===== src/rtl/mem_write_checker_exp_table.sv =====
// Expected-store register file: one synchronous write port and an
// asynchronous read port addressed by the running match count.
module chk_exp_table #(
  parameter int DEPTH  = 8,
  parameter int ADDR_W = 32,
  parameter int DATA_W = 32,
  parameter int IDX_W  = 3
) (
  input  logic              clk,
  input  logic              reset,
  input  logic              we,
  input  logic [IDX_W-1:0]  widx,
  input  logic [ADDR_W-1:0] waddr,
  input  logic [DATA_W-1:0] wdata,
  input  logic [IDX_W-1:0]  ridx,
  output logic [ADDR_W-1:0] raddr,
  output logic [DATA_W-1:0] rdata
);

  logic [ADDR_W-1:0] addr_mem [DEPTH];
  logic [DATA_W-1:0] data_mem [DEPTH];

  always_ff @(posedge clk or negedge reset) begin
    if (!reset) begin
      for (int i = 0; i < DEPTH; i++) begin
        addr_mem[i] <= '0;
        data_mem[i] <= '0;
      end
    end else if (we && (int'(widx) < DEPTH)) begin
      addr_mem[widx] <= waddr;
      data_mem[widx] <= wdata;
    end
  end

  always_comb begin
    raddr = '0;
    rdata = '0;
    if (int'(ridx) < DEPTH) begin
      raddr = addr_mem[ridx];
      rdata = data_mem[ridx];
    end
  end

endmodule


===== config.mk =====
export PLATFORM = sky130hd
export DESIGN_NAME = chk_exp_table
export DESIGN_NICKNAME = d
export VERILOG_FILES = /design/src/rtl/mem_write_checker_exp_table.sv
export SDC_FILE = /design/constraint.sdc
export NUM_CORES = 1
export LEC_CHECK = 0
export BUFFER_PORTS_ARGS = -buffer_cell sky130_fd_sc_hd__buf_2
export CAP_MARGIN = 20
export CELL_PAD_IN_SITES_DETAIL_PLACEMENT = 0
export CELL_PAD_IN_SITES_GLOBAL_PLACEMENT = 1
export CORE_MARGIN = 2
export CORE_UTILIZATION = 57
export CTS_CLUSTER_SIZE = 10
export DETAILED_ROUTE_END_ITERATION = 7
export PLACE_DENSITY_LB_ADDON = 0.1
export RECOVER_POWER = 25
export SYNTH_ARGS = -nofsm -noshare
export SYNTH_HDL_FRONTEND = slang
export SYNTH_SLANG_ARGS = --single-unit

===== constraint.sdc =====
create_clock -name clk -period 3.3 [get_ports clk]
set_input_delay 0.165 -clock clk [delete_from_list [all_inputs] [get_ports clk]]
set_output_delay 0.165 -clock clk [all_outputs]
set_load 0.05 [all_outputs]

# Word-level counts from Yosys, hierarchy flattened
# Index checks and enable logic that the tools add are counted.
[op_classes]
order_cmp = 3
n_mux = 10
bitwise_logic = 2
reduce_logical = 1
[op_table]
columns = ["op", "count"]
rows = [
  ["bitwise mux 256 bit", 2],
  ["binary-select mux 32 bit (select 3 bit)", 2],
  ["two-way mux 32 bit", 5],
  ["demux 32 bit (select 3 bit)", 1],
  [">= comparator 4 bit, second input constant", 2],
  ["inverter 3 -> 4 bit", 2],
  ["less-than comparator 4 x 1 -> 1 bit, second input constant", 1],
  ["logical AND 1 bit", 1],
]
[totals]
regBits = 512
input_bits = 73
output_inout_bits = 64
elab_cells = 32

# Depth between registers and ports, before layout
[logic_depth]
word_depth = 6
mapped_depth = 4
mapped_depth_nobuf = 2

# Worst setup path after synthesis
# Ideal clock, no wire load.
[synth_timing]
path_type = "in2out"
start = "input port ridx[0]"
end = "output port raddr[11]"
t_arrival_ps = 1423
required_ps = 3135
slack_ps = 1712
path_stages = 4
n_path_buf = 2
path_cell_list = "buf_6 > buf_4 > mux4_2 > mux2_2"
[synth_via]
elab_chain_len = 4
[synth_rtl]
columns = ["item", "line", "rtl"]
rows = [
  ["from (decl)", "15", "input logic [IDX_W-1:0] ridx,"],
  ["inverter 3 -> 4 bit (not written as such)", "39", "raddr = addr_mem[ridx];"],
  ["binary-select mux 32 bit (select 3 bit)", "39", ""],
  ["two-way mux 32 bit (not written as such) (2 in series)", "39", ""],
  ["to (decl)", "16", "output logic [ADDR_W-1:0] raddr,"],
]
# Every way passes these cells. The select of a mux whose other input is x is not followed.

# Final worst setup path
[layout_timing]
start = "input port widx[0]"
end = "register data_mem[163] in the netlist's numbering"
[layout_via]
elab_chain_len = 6
elab_cells_between_ends = 7
classes_between = "order compare: 2; mux: 3; bitwise: 1; reduce/logical: 1"
[layout_rtl]
columns = ["item", "line", "rtl"]
rows = [
  ["from (decl)", "12", "input logic [IDX_W-1:0] widx,"],
  ["inverter 3 -> 4 bit (not written as such) *", "31", "data_mem[widx] <= wdata;"],
  [">= comparator 4 bit (not written as such) or less-than comparator 4 x 1 -> 1 bit (tied branches)", "31", ""],
  ["logical AND 1 bit (not written as such)", "31", ""],
  ["two-way mux 32 bit (not written as such)", "31", ""],
  ["demux 32 bit (select 3 bit) *", "31", ""],
  ["bitwise mux 256 bit *", "31", ""],
  ["to (signal, indexed assignment)", "31", ""],
  ["to (decl)", "21", "logic [DATA_W-1:0] data_mem [DEPTH];"],
]
# Mark *: on every way between the ends. The rest lies on a longest branch, timed or not.
# A chain may end at the register's enable or synchronous reset.

==> metrics.txt <==
CTS H-Tree Depth 2; FF/Latch Area 0.0128 mm²; multi-input logic area 0.00945 mm²; part of the Yosys area used for sequential elements 56.2%; area enclosed by the die boundary 0.0416 mm²; floorplan die width 204 µm; Num Clock Sinks slightly above 500; type of the worst setup path in -> reg; setup repair after global routing missed its margin no; Hold Path Class in -> reg; outcome finished with violations; cell at the root of the clock tree clkbuf_16; placed wire-length estimate after detailed placement between 20,000 and 30,000 µm; share of flip-flops with an asynchronous set or reset 100%; number of optimization iterations in the first detailed-route pass 4; failing checks capacitance limit, slew limit; Slew @ Worst Pin 2.36 ns; layout cell share with drive strength beyond 1 about three fifths; total power per unit cell area 679 mW/mm²; number of vias per cell 5.96; number of top-level design ports roughly 140; core area 0.0395 mm²; most frequent cells after synthesis mux2_2, dfrtp_1, mux4_2; # nets final 1,597; number of global-route vias before repair roughly 14k; post-route antenna net violation count 0; largest net degree at the start of global routing between 100 and 150; die outline height 204 µm; total CTS buffers between 50 and 60; average wire per cell in the routed design 23.5 µm; average size of a mapped cell between 15 and 20 µm²; IR Drop Worst-Case VDD 0.464 mV; count of flip-flops with a built-in enable after synthesis 0; final setup violation count 0; final critical-path share of the clock period between 60% and 70%; setup fix buffers added after clock tree synthesis 0; total gr overflow 0; LEAKAGE 11.2 nW; final hold violations 0; predominant post-synthesis flop cell dfrtp_1; number of antenna violations at the first check in global routing 2; #FFs+latches synth 512; number of cell rows 73; Maximum Capacitance Violations 7; drt drc 0; Final min period 2.31 ns; Post-Synthesis Cells roughly 1.3k; nature of the critical path endpoint flip-flop; net count after synthesis 1,387; TritonCTS clock tree built; Worst Hold Margin 0.340 ns; number of warnings reported in the yosys synthesis log 0; top cells by area in the synthesized netlist dfrtp_1, mux2_2, mux4_2; worst endpoint required time 3.77 ns; starting density of the core 57.6%; clk_lat worst skew slightly below 0.6 ns; 1st-iter DRT viols 442; aggregate global-route resource usage 24.6%; most used standard cell by instance count after synthesis mux2_2; number of library cell types mapped by synthesis 12; clock-pin slew on the worst setup and hold paths 0.06 ns; Longest Clk Path Bufs 3; CP Data Arrival Time 2.78 ns; WL final 48,300 µm; critical path peak fanout 28; global-route wire length before repair slightly below 80,000 µm; Worst Setup Start Kind input pin; post_cts resized 0; area growth from synthesis to layout 15.3%; total via count after detailed routing 12.3k; Final GP Congestion 0.734; worst setup skew after layout 0 ns; buffers added on ports 136; fmax ~0.43 GHz; final-layout fill cell count 2,801; area of the mapped netlist 0.0228 mm²; top cell type's share of synthesized area 56.2%; library cell with the largest summed area after synthesis dfrtp_1; Max Transition Viols Final 296; setup slack of the worst register-to-register path approximately 2.5 ns; sum of negative setup slack 0 ns; normalized max-slew margin -57.5%
## timing repair
action                                 4_1_cts  5_1_grt
hold buffers                                65        0
setup endpoints to repair                    0        0
endpoints found under the hold margin      612        0
## worst max-delay path, stage by stage
cell and delay, ns:
clkbuf_1 0.16, and4bb_1 1.56, buf_4 0.49, mux2_2 0.38
## stage by stage
stage	cell area [µm²]	cells	setup WS, ns	utilization [%]	power, W
3_5_place_dp	24200	1925	1.10	61.1	0.0124
4_1_cts	26300	2056	1.10	66.6	0.0180
3_3_place_gp	24100	1924	0.919	61.0	0.0123
6_report	26300	2057	0.995	66.4	0.0178
5_1_grt	26300	2057	0.911	66.4	0.0187
2_1_floorplan	22800	1314	1.71	-	0.0114
## cell type report
class	instances	area share (%)
timing repair buffer	241	6.89
antenna	1	0.00953
tap	525	2.50
clock inverter	1	0.0333
multi-input combinational	712	36.0
sequential	512	48.8
clock buffer	65	5.78
## flip-flops by register name (all words and copies together), names as in the netlist
register and count:
data_mem 256, addr_mem 256
## where the power goes
| group | internal, W | switching, W | total, W |
|---|---|---|---|
| clock network | 0.00317 | 0.00231 | 0.00548 |
| logic | 0.00211 | 0.00192 | 0.00403 |
| registers | 0.00767 | 0.000648 | 0.00832 |
## worst paths after layout
path / endpoint / depth (start not counted) / start
worst max-delay path: data_mem[163]$_DFFE_PN0P_ / 4 / widx[0]
worst min-delay path: addr_mem[232]$_DFFE_PN0P_ / 4 / widx[1]
worst max register to register: addr_mem[150]$_DFFE_PN0P_ / 1 / addr_mem[150]$_DFFE_PN0P_
worst min register to register: data_mem[51]$_DFFE_PN0P_ / 1 / data_mem[51]$_DFFE_PN0P_
max in group asynchronous: addr_mem[233]$_DFFE_PN0P_ / 3 / reset
min in group asynchronous: addr_mem[210]$_DFFE_PN0P_ / 2 / reset
## layout by cell type (no fill, tap or decap), types with 2 or more instances in the layout
master / Yosys / final
clkbuf_8: 0 / 2
buf_4: 9 / 18
dlygate4sd3_1: 0 / 65
buf_2: 52 / 131
mux2_2: 576 / 576
clkbuf_16: 0 / 59
and4bb_1: 0 / 3
dfrtp_1: 512 / 512
buf_12: 0 / 15
nand4b_1: 3 / 3
mux4_2: 128 / 128
clkbuf_1: 10 / 12
## per-layer routing
layer  part of all wire [%]  up-vias  track usage (%)
met5                  0.027        -                0
met3                    3.5       83             4.02
met4                    2.3        2             7.27
li1                       -     5368                -
met1                     44     6625             32.8
met2                     51      172             41.9
## cells by family after synthesis
kind of cell  Yosys count  synth area share [%]
mux                   704                  41.1
buf+inv                90                  2.28
flops                 512                  56.2
simple gates            8                 0.346
Note: power is estimated with default switching activity, not from simulation.
